<file path="src/rtl/pe_pkg.sv">
// pe_pkg: shared PE control-word fields, encodings and sequencer state type.
package pe_pkg;
    localparam int CTRL_W   = 11;
    localparam int SEL_BITS = 3;
    localparam int OPC_W    = 2;
    typedef enum logic [SEL_BITS-1:0] {
        SEL_E   = 3'd0,
        SEL_S   = 3'd1,
        SEL_W   = 3'd2,
        SEL_N   = 3'd3,
        SEL_MEM = 3'd4
    } sel_t;
    typedef enum logic [OPC_W-1:0] {
        OP_ADD = 2'b00,
        OP_SUB = 2'b01,
        OP_AND = 2'b10,
        OP_MUL = 2'b11
    } opcode_t;
    typedef struct packed {
        sel_t    out_sel;
        sel_t    op1_sel;
        sel_t    op2_sel;
        opcode_t opcode;
    } pe_ctrl_t;
    typedef enum logic [1:0] {IDLE, RUN, FIN} seq_state_t;
endpackage

</file>
<file path="src/rtl/pe_ctx_seq_mem.sv">
// pe_ctx_mem: context register file, one write port, combinational read with write-first bypass.
module pe_ctx_mem
    import pe_pkg::*;
#(
    parameter int                  CTX_DEPTH = 16,
    parameter int                  W         = pe_pkg::CTRL_W,
    parameter logic [W-1:0]        IDLE_CTRL = '0
) (
    input  logic                         clk,
    input  logic                         rst_n,
    input  logic                         we,
    input  logic [$clog2(CTX_DEPTH)-1:0] waddr,
    input  logic [W-1:0]                 wdata,
    input  logic [$clog2(CTX_DEPTH)-1:0] raddr,
    output logic [W-1:0]                 rdata
);
    logic [W-1:0] mem [CTX_DEPTH];

    always_ff @(posedge clk or negedge rst_n) begin
        if (!rst_n) begin
            for (int i = 0; i < CTX_DEPTH; i++) mem[i] <= IDLE_CTRL;
        end else if (we) begin
            mem[waddr] <= wdata;
        end
    end

    assign rdata = (we && waddr == raddr) ? wdata : mem[raddr];
endmodule

</file>
<file path="src/rtl/pe_ctx_seq.sv">
// pe_ctx_seq: replays programmed PE control words, looping a set number of passes,
// then parks ctrl on IDLE_CTRL.
module pe_ctx_seq
    import pe_pkg::*;
#(
    parameter int                  CTX_DEPTH = 16,
    parameter int                  CTRL_W    = pe_pkg::CTRL_W,
    parameter logic [CTRL_W-1:0]   IDLE_CTRL = '0
) (
    input  logic                         clk,
    input  logic                         rst_n,
    input  logic                         cfg_we,
    input  logic [$clog2(CTX_DEPTH)-1:0] cfg_addr,
    input  logic [CTRL_W-1:0]            cfg_data,
    input  logic                         start,
    input  logic                         stop,
    input  logic [$clog2(CTX_DEPTH):0]   ctx_len,
    input  logic [7:0]                   loop_cnt,
    output logic [CTRL_W-1:0]            ctrl,
    output logic                         ctrl_valid,
    output logic                         busy,
    output logic                         done,
    output logic                         cfg_err
);
    localparam int            AW    = $clog2(CTX_DEPTH);
    localparam logic [AW:0]   DEPTH = (AW+1)'(CTX_DEPTH);

    seq_state_t        state, state_n;
    logic [AW-1:0]     pc, pc_n;
    logic [7:0]        iter, iter_n, loops_q, loops_n;
    logic [AW:0]       len_q, len_n;
    logic              last_q, last_n;
    logic [CTRL_W-1:0] ctrl_n, rd_data;
    logic              valid_n, done_n, err_n, wrap, legal;

    pe_ctx_mem #(.CTX_DEPTH(CTX_DEPTH), .W(CTRL_W), .IDLE_CTRL(IDLE_CTRL)) u_mem (
        .clk   (clk),
        .rst_n (rst_n),
        .we    (cfg_we && state == IDLE),
        .waddr (cfg_addr),
        .wdata (cfg_data),
        .raddr (state == RUN ? pc : '0),
        .rdata (rd_data)
    );

    assign wrap  = {1'b0, pc} == len_q - 1'b1;
    assign legal = ctx_len != '0 && ctx_len <= DEPTH;

    // last_q marks that the word on ctrl is the final one of the final pass
    always_comb begin
        state_n = state;
        pc_n    = pc;
        iter_n  = iter;
        len_n   = len_q;
        loops_n = loops_q;
        last_n  = last_q;
        ctrl_n  = IDLE_CTRL;
        valid_n = 1'b0;
        done_n  = 1'b0;
        err_n   = cfg_we && state != IDLE;
        case (state)
            IDLE: if (start) begin
                if (legal) begin
                    state_n = RUN;
                    len_n   = ctx_len;
                    loops_n = loop_cnt;
                    pc_n    = ctx_len == 1 ? '0 : AW'(1);
                    iter_n  = ctx_len == 1 ? 8'd1 : 8'd0;
                    last_n  = ctx_len == 1 && loop_cnt == 8'd1;
                    ctrl_n  = rd_data;
                    valid_n = 1'b1;
                end else begin
                    err_n = 1'b1;
                end
            end
            RUN: if (stop) begin
                state_n = IDLE;
            end else if (last_q) begin
                state_n = FIN;
                done_n  = 1'b1;
            end else begin
                ctrl_n  = rd_data;
                valid_n = 1'b1;
                pc_n    = wrap ? '0 : pc + 1'b1;
                iter_n  = wrap ? iter + 8'd1 : iter;
                last_n  = wrap && loops_q != 8'd0 && iter == loops_q - 8'd1;
            end
            default: state_n = IDLE;
        endcase
    end

    always_ff @(posedge clk or negedge rst_n) begin
        if (!rst_n) begin
            state      <= IDLE;
            pc         <= '0;
            iter       <= '0;
            len_q      <= '0;
            loops_q    <= '0;
            last_q     <= 1'b0;
            ctrl       <= IDLE_CTRL;
            ctrl_valid <= 1'b0;
            busy       <= 1'b0;
            done       <= 1'b0;
            cfg_err    <= 1'b0;
        end else begin
            state      <= state_n;
            pc         <= pc_n;
            iter       <= iter_n;
            len_q      <= len_n;
            loops_q    <= loops_n;
            last_q     <= last_n;
            ctrl       <= ctrl_n;
            ctrl_valid <= valid_n;
            busy       <= state_n == RUN;
            done       <= done_n;
            cfg_err    <= err_n;
        end
    end
endmodule

</file>
<file path="config.mk">
export PLATFORM = sky130hd
export DESIGN_NAME = pe_ctx_seq
export DESIGN_NICKNAME = d
export VERILOG_FILES = /design/src/rtl/pe_pkg.sv /design/src/rtl/pe_ctx_seq_mem.sv /design/src/rtl/pe_ctx_seq.sv
export SDC_FILE = /design/constraint.sdc
export NUM_CORES = 1
export LEC_CHECK = 0
export ABC_CLOCK_PERIOD_IN_PS = 2250
export CAP_MARGIN = 20
export CORE_ASPECT_RATIO = 0.5
export CORE_UTILIZATION = 55
export CTS_CLUSTER_DIAMETER = 60
export DETAILED_ROUTE_END_ITERATION = 12
export PLACE_DENSITY_LB_ADDON = 0.2
export RECOVER_POWER = 50
export SKIP_LAST_GASP = 1
export SYNTH_ARGS = -nofsm -noshare
export SYNTH_HDL_FRONTEND = slang
export SYNTH_SLANG_ARGS = --single-unit
</file>
<file path="constraint.sdc">
create_clock -name clk -period 2.25 [get_ports clk]
set_input_delay 0.225 -clock clk [delete_from_list [all_inputs] [get_ports clk]]
set_output_delay 0.225 -clock clk [all_outputs]
set_load 0.05 [all_outputs]
</file>
==> insert_results.sql <==
INSERT INTO impl_metrics (metric_group, metric, value, unit) VALUES
('yosys', 'synthFlopType', 'dfrtp_1', ''),
('timing', 'final_worst_path_period_need', '2.13', 'ns'),
('floorplan', 'rows', '36', ''),
('yosys', 'postSynthNetCount', '962', ''),
('timing', 'fin_worst_skew', '0.0101', 'ns'),
('yosys', 'synth.distinct_cells', '61', ''),
('placed_design', 'portBuffers', '47', ''),
('drt', 'postRouteWirelength', '25.6', 'mm'),
('floorplan', 'core_area', '19500', 'sq um'),
('drt', 'first_iter_violations', '396', ''),
('drt', 'drt-pass1-iter-count', '5', ''),
('yosys', 'async_reset_ff_share', '100', '%'),
('yosys', 'ys_ff_latch', '219', ''),
('timing', 'worst_slew_pin_slew', '1.19', 'ns'),
('critical_path', 'r2r_cells', '5', ''),
('layout', 'final_nets', '1017', ''),
('drt', 'vias_per_cell', '6.00', ''),
('yosys', 'postSynthCellCount', '924', ''),
('critical_path', 'cp_data_arrival_time', '2.51', 'ns'),
('yosys', 'yosys.area.top_type_share', '50.0', '%'),
('critical_path', 'regToRegStartpoint', 'pc[0]', ''),
('critical_path', 'timing.critical_path.to_type', 'register', ''),
('hold_path', 'worst_hold_path_type', 'in -> async', ''),
('critical_path', 'timing.critical_path.required', '2.63', 'ns'),
('critical_path', 'worst_r2r_endpoint', 'ctrl[7]', ''),
('global_route', 'grt_start_max_net_pins', '66', ''),
('job', 'maxcap_viol_count', '0', ''),
('power_and_ir_drop', 'cellLeakagePower', '5.54', 'nW'),
('drt', 'met1_length', '11.8', 'mm'),
('floorplan', 'initial_core_util', '56.2', '%'),
('clock_network', 'maximum_number_of_buffers_from_clock_root_to_sink', '3', ''),
('floorplan', 'height_of_the_chip', '102', 'um'),
('critical_path', 'timing.setup.critical_path_class', 'reg -> reg', ''),
('clock_network', 'clockRootBuffer', 'clkbuf_16', ''),
('timing', 'number_of_hold_slack_violations_in_the_final_timing_report', '0', ''),
('power_and_ir_drop', 'vdd.ir_drop.worst', '0.000468', 'V'),
('timing', 'fmax', '469', 'MHz'),
('power_and_ir_drop', 'total_power', '0.0135', 'W'),
('clock_network', 'cts_tree', 'done', ''),
('floorplan', 'io_pins', '48', ''),
('global_route', 'overflow', '0', ''),
('timing', 'grt_setup_unrepaired', 'false', ''),
('drt', 'drt_drc_violations_left', '0', ''),
('drt', 'wl_met2', '12.2', 'mm'),
('layout', 'area_overhead_vs_synth', '16.1', '%'),
('drt', 'route.detailed.wl_per_inst', '20.4', 'um'),
('timing', 'final_max_slew_viol_count', '0', ''),
('clock_network', 'path_clk_slew', '0.07', 'ns'),
('timing', 'final_period_util', '94.7', '%'),
('yosys', 'number_of_enable_flip_flop_cells_after_synthesis', '0', ''),
('yosys', 'synth_area_per_cell', '11.9', 'sq um'),
('clock_network', 'cts.sinks', '219', ''),
('layout', 'post_route_cells_drive_above_1_share', '32.6', '%'),
('drt', 'route.vias.total', '7535', ''),
('floorplan', 'fp.dieArea', '20500', 'sq um'),
('critical_path', 'critPathLaunch', 'pc[0]', ''),
('global_route', 'number_of_antenna_violations_at_the_first_check_in_global_routing', '0', ''),
('clock_network', 'cts_buffers', '21', ''),
('clock_network', 'clock_latency', '0.50', 'ns'),
('critical_path', 'cp-start-kind', 'register', ''),
('drt', 'routed-wl-met3', '1.31', 'mm'),
('critical_path', 'timing.critical_path.fanout_max', '28', ''),
('yosys', 'synth_area', '11000', 'sq um'),
('yosys', 'netlist.top_cell.by_area', 'dfrtp_1', ''),
('outcome', 'run_status', 'complete, no violations', ''),
('clock_network', 'cts_max_level', '1', ''),
('yosys', 'post_synth_main_area_contributors', 'dfrtp_1 (50%), mux2_2 (20%), mux2i_1 (2.5%)', ''),
('critical_path', 'setup.worst_path.end', 'ctrl[7]', ''),
('global_route', 'via_count_of_the_first_global_routing_pass', '7584', ''),
('placed_design', 'global_placement_routability_congestion', '0.852', ''),
('timing', 'worst_hold_slack', '0.275', 'ns');
## worst min path at each step
stage | end | slack [ns] | start | cells after the start
final | len_q[4] | 0.27 | rst_n | 2
after global routing | loops_q[6] | 0.30 | rst_n | 2
after CTS | len_q[4] | 0.30 | rst_n | 2
after detailed placement | loops_q[2] | 0.23 | rst_n | 1
after global placement | loops_q[4] | 0.22 | rst_n | 1
after floorplan | busy | -0.07 | rst_n | 0
## cells in the mapped netlist, types with 12 or more instances
cell type  count
a211oi_1      12
buf_2         21
mux2i_1       27
nand3b_1      13
o22ai_1       33
nor2_1        65
nor2b_1       17
nand2b_1      28
nand3_1       15
nand2_1       46
clkbuf_1      45
inv_1         22
mux2_2       199
dfrtp_1      219
## per-layer routing
layer	global-route usage, %	vias up
met1	36.3	3893
met5	0	-
met3	3.44	33
met2	43.2	162
met4	4.72	0
li1	-	3447
## area by class of cell
type	count	area (sq um)	area share (%)
sequential	219	5490	43.1
multi-input combinational	602	5060	39.8
timing repair buffer	112	1060	8.37
clock buffer	27	578	4.54
tap	266	333	2.62
clock inverter	6	114	0.895
inverter	23	86.3	0.678
## through the flow
step | instances | worst slack [ns] | TNS [ns] | instance area (sq um)
CTS | 1255 | 0.00816 | 0 | 12800
floorplan | 924 | 0.0778 | 0 | 11000
global placement | 1220 | -0.0760 | -0.822 | 12000
global route | 1255 | 0.00365 | 0 | 12700
finish | 1255 | 0.119 | 0 | 12700
detailed placement | 1220 | -0.205 | -2.08 | 12000
## state kept, by name, summed over array words and instances, names as in the netlist
name	cells
len_q	5
state	2
ctrl	11
pc	4
last_q	1
u_mem.mem	176
ctrl_valid	1
loops_q	8
cfg_err	1
done	1
busy	1
iter	8
## power by group
part	switching, W	leakage, nW	internal (W)
sequential	0.000702	2.75	0.00494
combinational	0.00206	2.46	0.00216
clock	0.00148	0.331	0.00215
total	0.00424	5.54	0.00925
## kinds of logic after synthesis
kind of cell	count (synthesis)	share of synthesized area (%)
compound gates	126	8.73
xor+xnor	14	1.12
fa+ha+maj	5	0.571
buf+inv	103	4.05
flops	219	50.0
mux	237	25.2
simple gates	220	10.4
## cell usage in the layout (no fill, tap or decap), types with 5 or more instances in the layout
cell type and count:
a31oi_1 11, a211oi_1 12, a22oi_1 11, buf_12 9, mux4_2 11, dfrtp_1 216
clkbuf_16 21, nand2b_1 27, buf_4 50, clkdlybuf4s50_1 46, xor2_1 5, a221oi_1 11
nor2_1 63, nor4_1 6, nand2_1 46, mux2_2 199, nand3_1 15, o21ai_0 9
a32o_1 11, inv_1 22, mux2i_1 26, clkbuf_1 6, o22ai_1 33, nor2b_1 16
xnor2_1 9, nand3b_1 13
## what timing repair did
action / CTS / global route
pin swaps: 3 / 1
hold buffers: 1 / 0
endpoints found under the setup margin: 12 / 25
resized for setup: 3 / 4
hold endpoints to repair: 60 / 0
setup buffers: 1 / 0
## worst max-delay path: stages, from the launching register on
cell,delay [ns]
dfrtp_4,0.66
buf_12,0.21
mux2_2,0.35
a221oi_1,0.35
o22ai_1,0.16
a32o_1,0.27
No activity file was read; power rests on OpenSTA's default activity.
